[src/rtl/adc_multi_readout_if.sv]
// Bus bundle for the multi-channel ADC readout: sample input, trigger controls,
// per-channel FIFO write ports and status counters.
interface adc_multi_readout_if #(
    parameter int NCH   = 2,
    parameter int ADC_W = 14
);
    logic [NCH*ADC_W-1:0] adc_data;
    logic                 write_en;
    logic                 ext_trg;
    logic                 sw_trg;
    logic [NCH*32-1:0]    fifo_writedata;
    logic [NCH-1:0]       fifo_write;
    logic [NCH-1:0]       fifo_waitrequest;
    logic                 busy;
    logic [19:0]          trig_count;
    logic [15:0]          trg_lost;

    // The readout block masters the FIFO write ports
    modport master (
        input  adc_data, write_en, ext_trg, sw_trg, fifo_waitrequest,
        output fifo_writedata, fifo_write, busy, trig_count, trg_lost
    );

    modport slave (
        output adc_data, write_en, ext_trg, sw_trg, fifo_waitrequest,
        input  fifo_writedata, fifo_write, busy, trig_count, trg_lost
    );
endinterface

[src/rtl/adc_multi_readout.sv]
// N-channel triggered ADC readout: circular pre-trigger buffers, post-trigger capture,
// and per-channel drain of header plus packed sample pairs into FIFO write ports.
module adc_multi_readout #(
    parameter int NCH   = 2,
    parameter int ADC_W = 14,
    parameter int DEPTH = 64,
    parameter int PRE   = 8,
    parameter int POST  = 24
) (
    input  logic                 clk_clk,
    input  logic                 reset_reset_n,
    adc_multi_readout_if.master  bus
);
    localparam int AW     = $clog2(DEPTH);
    localparam int NWORDS = 1 + (PRE + POST) / 2;
    localparam int KW     = $clog2(NWORDS + 1);

    typedef enum logic [2:0] {ST_IDLE, ST_FILL, ST_ARMED, ST_POST, ST_DRAIN} state_t;

    state_t            state, state_next;
    logic [AW-1:0]     wr_ptr, rd_base;
    logic [15:0]       fill_cnt, post_cnt;
    logic              ext_trg_q;
    logic              trig_edge, sampling, all_done;
    logic [19:0]       trig_count;
    logic [15:0]       trg_lost;
    logic [ADC_W-1:0]  mem   [NCH][DEPTH];
    logic [ADC_W-1:0]  rd_lo [NCH];
    logic [ADC_W-1:0]  rd_hi [NCH];
    logic [KW-1:0]     word_k [NCH];
    logic [KW-1:0]     next_k [NCH];
    logic [AW-1:0]     addr_lo [NCH];
    logic [NCH-1:0]    done, strobe, xfer;
    logic [NCH*32-1:0] fifo_wdata;

    assign trig_edge = (bus.ext_trg & ~ext_trg_q) | bus.sw_trg;
    assign sampling  = (state == ST_FILL) || (state == ST_ARMED) || (state == ST_POST);
    assign all_done  = &done;

    always_ff @(posedge clk_clk) begin
        if (!reset_reset_n) state <= ST_IDLE;
        else                state <= state_next;
    end

    always_comb begin
        state_next = state;
        case (state)
            ST_IDLE:  if (bus.write_en) state_next = ST_FILL;
            ST_FILL: begin
                if (!bus.write_en)                  state_next = ST_IDLE;
                else if (fill_cnt == 16'(PRE - 1))  state_next = ST_ARMED;
            end
            ST_ARMED: begin
                if (!bus.write_en)  state_next = ST_IDLE;
                else if (trig_edge) state_next = ST_POST;
            end
            ST_POST:  if (post_cnt == 16'(POST - 2)) state_next = ST_DRAIN;
            ST_DRAIN: if (all_done) state_next = bus.write_en ? ST_FILL : ST_IDLE;
            default:  state_next = ST_IDLE;
        endcase
    end

    // The RAM read address follows the word index a channel will present next cycle,
    // so the registered read data is already aligned when that word is shown.
    always_comb begin
        done    = '0;
        strobe  = '0;
        xfer    = '0;
        next_k  = '{default: '0};
        addr_lo = '{default: '0};
        for (int c = 0; c < NCH; c++) begin
            done[c]    = (word_k[c] == KW'(NWORDS));
            strobe[c]  = (state == ST_DRAIN) && !done[c];
            xfer[c]    = strobe[c] & ~bus.fifo_waitrequest[c];
            next_k[c]  = word_k[c] + KW'(xfer[c]);
            addr_lo[c] = rd_base + (AW'(next_k[c]) << 1) - AW'(2);
        end
    end

    always_ff @(posedge clk_clk) begin
        if (!reset_reset_n) begin
            wr_ptr     <= '0;
            rd_base    <= '0;
            fill_cnt   <= '0;
            post_cnt   <= '0;
            ext_trg_q  <= 1'b0;
            trig_count <= '0;
            trg_lost   <= '0;
            word_k     <= '{default: '0};
        end else begin
            ext_trg_q <= bus.ext_trg;
            if (sampling) wr_ptr <= wr_ptr + AW'(1);
            fill_cnt <= (state == ST_FILL) ? fill_cnt + 16'd1 : 16'd0;
            post_cnt <= (state == ST_POST) ? post_cnt + 16'd1 : 16'd0;
            if (state == ST_ARMED && bus.write_en && trig_edge) begin
                trig_count <= trig_count + 20'd1;
                rd_base    <= wr_ptr - AW'(PRE);
            end
            if (trig_edge && (state == ST_FILL || state == ST_POST || state == ST_DRAIN)
                && trg_lost != 16'hFFFF)
                trg_lost <= trg_lost + 16'd1;
            for (int c = 0; c < NCH; c++)
                word_k[c] <= (state == ST_DRAIN) ? next_k[c] : '0;
        end
    end

    always_ff @(posedge clk_clk) begin
        for (int c = 0; c < NCH; c++) begin
            if (sampling) mem[c][wr_ptr] <= bus.adc_data[c*ADC_W +: ADC_W];
            rd_lo[c] <= mem[c][addr_lo[c]];
            rd_hi[c] <= mem[c][addr_lo[c] + AW'(1)];
        end
    end

    always_comb begin
        fifo_wdata = '0;
        for (int c = 0; c < NCH; c++) begin
            if (strobe[c]) begin
                if (word_k[c] == '0)
                    fifo_wdata[c*32 +: 32] = {8'hA5, 4'(c), trig_count};
                else
                    fifo_wdata[c*32 +: 32] = {16'(rd_hi[c]), 16'(rd_lo[c])};
            end
        end
    end

    assign bus.fifo_writedata = fifo_wdata;
    assign bus.fifo_write     = strobe;
    assign bus.busy           = (state == ST_POST) || (state == ST_DRAIN);
    assign bus.trig_count     = trig_count;
    assign bus.trg_lost       = trg_lost;
endmodule
[src/flat_wrapper.sv]
// flat-port wrapper written by rule: the top's interface ports become plain ports
module adc_multi_readout_flat 
#(
    parameter int NCH   = 2,
    parameter int ADC_W = 14,
    parameter int DEPTH = 64,
    parameter int PRE   = 8,
    parameter int POST  = 24
)
  (clk_clk, reset_reset_n, bus_adc_data, bus_write_en, bus_ext_trg, bus_sw_trg, bus_fifo_waitrequest, bus_fifo_writedata, bus_fifo_write, bus_busy, bus_trig_count, bus_trg_lost);
  adc_multi_readout_if #(.NCH(NCH), .ADC_W(ADC_W)) bus_i ();
  input  logic clk_clk;
  input  logic reset_reset_n;
  input wire logic [$bits(bus_i.adc_data)-1:0] bus_adc_data;
  input wire logic [$bits(bus_i.write_en)-1:0] bus_write_en;
  input wire logic [$bits(bus_i.ext_trg)-1:0] bus_ext_trg;
  input wire logic [$bits(bus_i.sw_trg)-1:0] bus_sw_trg;
  input wire logic [$bits(bus_i.fifo_waitrequest)-1:0] bus_fifo_waitrequest;
  output wire logic [$bits(bus_i.fifo_writedata)-1:0] bus_fifo_writedata;
  output wire logic [$bits(bus_i.fifo_write)-1:0] bus_fifo_write;
  output wire logic [$bits(bus_i.busy)-1:0] bus_busy;
  output wire logic [$bits(bus_i.trig_count)-1:0] bus_trig_count;
  output wire logic [$bits(bus_i.trg_lost)-1:0] bus_trg_lost;
  assign bus_i.adc_data = bus_adc_data;
  assign bus_i.write_en = bus_write_en;
  assign bus_i.ext_trg = bus_ext_trg;
  assign bus_i.sw_trg = bus_sw_trg;
  assign bus_i.fifo_waitrequest = bus_fifo_waitrequest;
  assign bus_fifo_writedata = bus_i.fifo_writedata;
  assign bus_fifo_write = bus_i.fifo_write;
  assign bus_busy = bus_i.busy;
  assign bus_trig_count = bus_i.trig_count;
  assign bus_trg_lost = bus_i.trg_lost;
  adc_multi_readout #(.NCH(NCH), .ADC_W(ADC_W), .DEPTH(DEPTH), .PRE(PRE), .POST(POST)) u_core (.clk_clk(clk_clk), .reset_reset_n(reset_reset_n), .bus(bus_i));
endmodule
[config.mk]
export PLATFORM = sky130hd
export DESIGN_NAME = adc_multi_readout_flat
export DESIGN_NICKNAME = d
export VERILOG_FILES = /design/src/rtl/adc_multi_readout_if.sv /design/src/rtl/adc_multi_readout.sv /design/src/flat_wrapper.sv
export SDC_FILE = /design/constraint.sdc
export NUM_CORES = 2
export LEC_CHECK = 0
export BUFFER_PORTS_ARGS = -buffer_cell sky130_fd_sc_hd__buf_2
export CORE_MARGIN = 3
export CORE_UTILIZATION = 24
export CTS_CLUSTER_SIZE = 12
export DETAILED_ROUTE_END_ITERATION = 8
export GPL_ROUTABILITY_DRIVEN = 1
export PLACE_DENSITY = 0.45
export SYNTH_ARGS = -nofsm -noshare
export SYNTH_HDL_FRONTEND = slang
export SYNTH_SLANG_ARGS = --single-unit
[constraint.sdc]
create_clock -name clk_clk -period 4.75 [get_ports clk_clk]
set_input_delay 0.2375 -clock clk_clk [delete_from_list [all_inputs] [get_ports clk_clk]]
set_output_delay 0.2375 -clock clk_clk [all_outputs]
set_load 0.02 [all_outputs]
After elaboration in Yosys (flattened, before gate mapping)
Memory sizes are Yosys's and may differ from the RTL's.
Index checks and enable logic that the tools add are counted.
{"block": "word_totals", "register_bits": 94, "in_bits": 35, "mem_count": 3, "wordCells": 110, "ramBits": 1848}
{"memory": "u_core.mem", "words": 2, "width": 896, "rd": 2, "rd_ports_with_merged_regs": 0, "write_ports": 2, "line": "adc_multi_readout.sv:27", "source": "logic [ADC_W-1:0] mem [NCH][DEPTH];"}
{"memory": "u_core.rd_hi", "words": 2, "width": 14, "rd": 2, "rd_ports_with_merged_regs": 0, "write_ports": 2, "line": "adc_multi_readout.sv:29", "source": "logic [ADC_W-1:0] rd_hi [NCH];"}
{"memory": "u_core.rd_lo", "words": 2, "width": 14, "rd": 2, "rd_ports_with_merged_regs": 0, "write_ports": 2, "line": "adc_multi_readout.sv:28", "source": "logic [ADC_W-1:0] rd_lo [NCH];"}
{"block": "op_classes", "bitwise_logic": 12, "n_addsub": 14, "n_lt_le_gt_ge": 6, "n_reduce_logical": 22, "n_mux": 29, "n_eq_ne": 14}
{"op": "896-bit two-way mux", "n": 1}
{"op": "14-bit binary-select mux with 6-bit select", "n": 4}
{"op": "32-bit two-way mux", "n": 4}
{"op": "14-bit two-way mux", "n": 9}
{"op": "14-bit demux with 6-bit select", "n": 1}
{"op": "16-bit by 1-bit adder with 16-bit output, second input constant", "n": 3}
{"op": "7-bit >= comparator, second input constant", "n": 5}
{"op": "6-bit NOT with 7-bit output", "n": 5}
{"op": "3-bit two-way mux", "n": 7}
{"op": "20-bit by 1-bit adder with 20-bit output, second input constant", "n": 1}
{"op": "6-bit by 1-bit adder with 6-bit output, second input constant", "n": 3}
{"op": "16-bit by 3-bit == test with 1-bit output, second input constant", "n": 1}
{"op": "16-bit by 5-bit == test with 1-bit output, second input constant", "n": 1}
{"op": "16-bit inequality test, second input constant", "n": 1}
{"op": "3-bit one-hot mux with 5 select lines", "n": 1}
{"op": "6-bit adder", "n": 2}
{"op": "6-bit by 2-bit subtractor with 6-bit output, second input constant", "n": 2}
{"op": "5-bit by 1-bit adder with 5-bit output", "n": 2}
{"op": "5-bit == test, second input constant", "n": 2}
{"op": "5-bit zero test", "n": 2}
{"op": "2-bit AND reduction", "n": 4}
{"op": "1-bit logical AND", "n": 7}
{"op": "7-bit by 1-bit less-than comparator with 1-bit output, second input constant", "n": 1}
{"op": "3-bit by 2-bit == test with 1-bit output, second input constant", "n": 2}
{"op": "other kinds (15)", "n": 26}

Depth between registers and ports, before layout
{"block": "depth", "depth_word": 12, "ltp_mapped": 21}

Worst setup path after synthesis
Ideal clock, no wire load.
{"block": "synth_timing", "path_kind": "register to register", "from": "register u_core.state[0]", "to": "memory u_core.rd_hi[1][5] (netlist: u_core.rd_hi[0][19])", "arrival_ps": 4535, "slack_ps": 86, "stages_incl_launch_ff": 21, "synth_period_minus_slack_ps": 4664, "path_cell_list": "dfxtp_1 -> or3b_4 -> a31o_2 -> clkbuf_1 -> buf_1 -> nor2_1 -> ha_1 -> inv_1 -> ha_1 -> clkbuf_1 -> inv_1 -> buf_2 -> clkbuf_1 -> ha_1 -> buf_2 -> clkbuf_1 -> mux4_2 -> inv_1 -> o22ai_1 -> o21ai_0 -> nand4_1"}
{"item": "start, declared", "line": "adc_multi_readout.sv:20", "source": "state_t state, state_next;"}
{"item": "start signal, assigned", "line": "adc_multi_readout.sv:42", "source": "else state <= state_next;"}
{"item": "end, declared", "line": "adc_multi_readout.sv:29"}

==> metrics.md <==
| Metric | Value |
|---|---|
| RSZ-0062 raised after global routing | `false` |
| Final net count | `5442` |
| Register area share after synthesis | `0.633` |
| Synthesized instance count | `5037` |
| Slew HR | `0.151` |
| Area Growth Syn to Fin | `18.1%` |
| Core Area | `approximately 370000 µm²` |
| Grt total ovfl | `0` |
| WL/cell | `31.1 µm` |
| Final Setup Violations | `0` |
| Tot Pwr | `35.7 mW` |
| Required time worst endpoint | `~5.5 ns` |
| DRT Pass-1 Iters | `5` |
| Worst VDD drop | `0.276 mV` |
| Initial drt markers | `5949` |
| Synth async-reset ratio | `0` |
| CTS tree | `done` |
| HP Class | `input pin to flop` |
| Leakage | `34.2 nW` |
| DRT antenna net count | `0` |
| Top cells by count, synth | `edfxtp_1, mux4_2, inv_1` |
| Vias | `52700` |
| Routed WL | `327000 µm` |
| First-pass GRT wire length | `450000 µm` |
| Worst reg-to-reg path cell count | `14` |
| Root cell of the clock tree | `clkbuf_16` |
| TritonCTS Buffers | `roughly 210` |
| Cell Pwr Density | `337 nW/µm²` |
| #FFs+latches synth | `1942` |
| Clock latency on the worst-skew pair | `0.90 ns` |
| Port Buf Inserts | `135` |
| Count leader, synth | `edfxtp_1` |
| GRT Overall Usage | `0.168` |
| Initial antenna violation count | `22` |
| Final HPWL DP | `~210000 µm` |
| Synth top area share | `0.599` |
| Vias in the first global route | `53600` |
| Worst Hold End | `u_core.mem[0][1272]` |
| Vias per cell | `5.02` |
| EDFF count, synth | `1792` |
| Largest net degree at the start of global routing | `107` |
| Reg clk slew, reported paths | `0.07 ns` |
| RR Startpoint | `u_core.state[0]` |
| Die Span X | `618 µm` |
| Drt drc | `0` |
| Layout cells sized above 1 | `0.324` |
| Clk buf depth | `4` |
| RD Place Congestion | `between 0.8 and 0.9` |
| Period utilization | `0.985` |
| Post-synth cell types | `62` |
| Status | `finished clean` |
| Min Tclk post-route | `around 4.7 ns` |
| Fin. Hold Viols | `0` |
| Synth area leaders | `edfxtp_1, mux4_2, dfxtp_1, inv_1, o22ai_1` |
| Fmax | `approximately 0.21 GHz` |
| Max Cap Viol | `0` |
| WHS Path Cells | `2` |
| DIE HEIGHT | `618 µm` |
| Worst slew pin tran | `1.27 ns` |
| Flop2flop setup slack | `0.07 ns` |
| H-tree levels | `4` |
| Most used DFF post-synth | `edfxtp_1` |
| Post-Syn Area | `89800 µm²` |
| Total die area | `approximately 380000 µm²` |
| Row count | `223` |
| Worst-case clock skew | `~0.045 ns` |
| CP max FO | `35` |
| Num ports | `138` |
| CP Launch Type | `flop` |
| Fin. max-slew vios | `0` |
| Crit. End Element | `flop` |
| RR Endpoint | `u_core.rd_lo[0][3]` |
| Clk sink count | `~1900` |
| Setup TNS | `0 ns` |
| Initial Util | `0.242` |
| Hold Crit Start | `bus_adc_data[26]` |
| Yosys top cell by area | `edfxtp_1` |
| Avg Cell Area, Syn | `17.8 µm²` |
| CP Class | `flop to flop` |
| Synth warn | `0` |
| Crit path arrival time | `5.42 ns` |
[report_power, final]
part | internal [mW] | leakage, nW | switching, mW
registers | 18.8 | 17.3 | 0.0785
clock network | 8.90 | 3.13 | 6.94
logic | 0.302 | 13.7 | 0.734
total | 28.0 | 34.2 | 7.75
[critical path, stage by stage (launching register included)]
cell and delay (ns):
dfxtp_1 0.32, or3b_4 0.49, a31o_2 0.26, nor2_1 0.09, ha_1 0.18, ha_1 0.13
inv_1 0.05, ha_1 0.28, inv_1 0.05, ha_1 0.21, fa_4 0.91, buf_12 0.30
mux4_2 0.39, a22oi_1 0.69, nand2_1 0.12
[registers in the layout (all words and copies together), names as in the netlist, 3 cells and up]
register / cells
u_core.rd_base: 6
u_core.rd_lo: 28
u_core.state: 3
u_core.post_cnt: 16
u_core.wr_ptr: 6
u_core.fill_cnt: 16
u_core.word_k: 10
u_core.mem: 1792
u_core.bus.trg_lost: 16
u_core.bus.trig_count: 20
u_core.rd_hi: 28
[repair_timing]
action                     in CTS  in global routing
hold endpoints to repair       93                  0
setup buffers                   0                  0
resized for setup              10                 13
gates cloned                    0                  0
setup endpoints to repair       7                 19
hold buffers                   12                  0
[worst max-delay path by stage]
stage,startpoint,to,slack (ns)
6_report,u_core.state[0],u_core.rd_lo[0][3],0.07
3_3_place_gp,u_core.state[0],u_core.rd_hi[0][27],-0.24
2_1_floorplan,u_core.state[0],u_core.rd_hi[0][19],0.09
5_1_grt,u_core.state[0],u_core.rd_lo[0][3],0.02
3_5_place_dp,u_core.state[0],u_core.rd_hi[0][27],-0.28
4_1_cts,u_core.state[0],u_core.rd_hi[0][23],0.02
[cells in the final DEF, fill, tap and decap left out, types with 10 or more instances in the layout]
cell type      instances
ha_1                  23
a21oi_1               55
nor2_4                65
clkbuf_8              14
nand3_1               49
o21ai_0               69
a32oi_1               28
clkbuf_16            214
o22ai_1              224
mux2i_1               86
buf_12               104
clkinv_1              41
mux4_2               952
inv_1                480
xnor2_1               37
dlygate4sd3_1         12
edfxtp_1            1792
nor2_1               104
buf_4                209
or3_1                 10
diode_2               13
nand4_1               47
xor2_1                42
nand2_1              216
dfxtp_1              149
and3_1                25
clkbuf_1              65
a22oi_1               54
buf_2                135
and2_1                15
clkinv_2              27
nor3_1                10
o21ai_1               57
[cell families after synthesis]
kind of cell | Yosys count | share of synthesized area
buf+inv | 820 | 0.0381
other cells | 1 | 0.0000418
flops | 1942 | 0.633
fa+ha+maj | 30 | 0.00435
compound gates | 521 | 0.0359
simple gates | 592 | 0.0302
xor+xnor | 85 | 0.00916
mux | 1046 | 0.249
[through the flow]
| step | util | setup slack [ns] | instance area (µm²) | std cells | hold WS [ns] |
|---|---|---|---|---|---|
| 6_report | 0.286 | 0.0699 | 106000 | 10500 | 0.0346 |
| 5_1_grt | 0.286 | 0.0195 | 106000 | 10500 | 0.0536 |
| 4_1_cts | 0.286 | 0.0197 | 106000 | 10500 | 0.000156 |
| 3_5_place_dp | 0.268 | -0.277 | 99400 | 10100 | 0.442 |
| 3_3_place_gp | 0.268 | -0.236 | 99400 | 10100 | 0.422 |
| 2_1_floorplan | - | 0.0858 | 89800 | 5038 | 0.336 |
[layer usage]
metal / global-route usage / part of all wire / up-vias
li1: - / - / 21200
met1: 0.216 / 0.40 / 28900
met2: 0.282 / 0.49 / 2198
met3: 0.0260 / 0.061 / 452
met4: 0.0683 / 0.046 / 6
met5: 0 / 0.00010 / -
[area by class of cell]
| class | instances | area [µm²] |
|---|---|---|
| fill | 36600 | 265000 |
| sequential | 1942 | 56800 |
| multi-input combinational | 2276 | 30300 |
| tap | 4950 | 6190 |
| clock buffer | 293 | 5790 |
| timing repair buffer | 461 | 4460 |
| inverter | 483 | 1820 |
| clock inverter | 86 | 634 |
| antenna | 13 | 32.5 |
No activity file was read; power rests on OpenSTA's default activity.
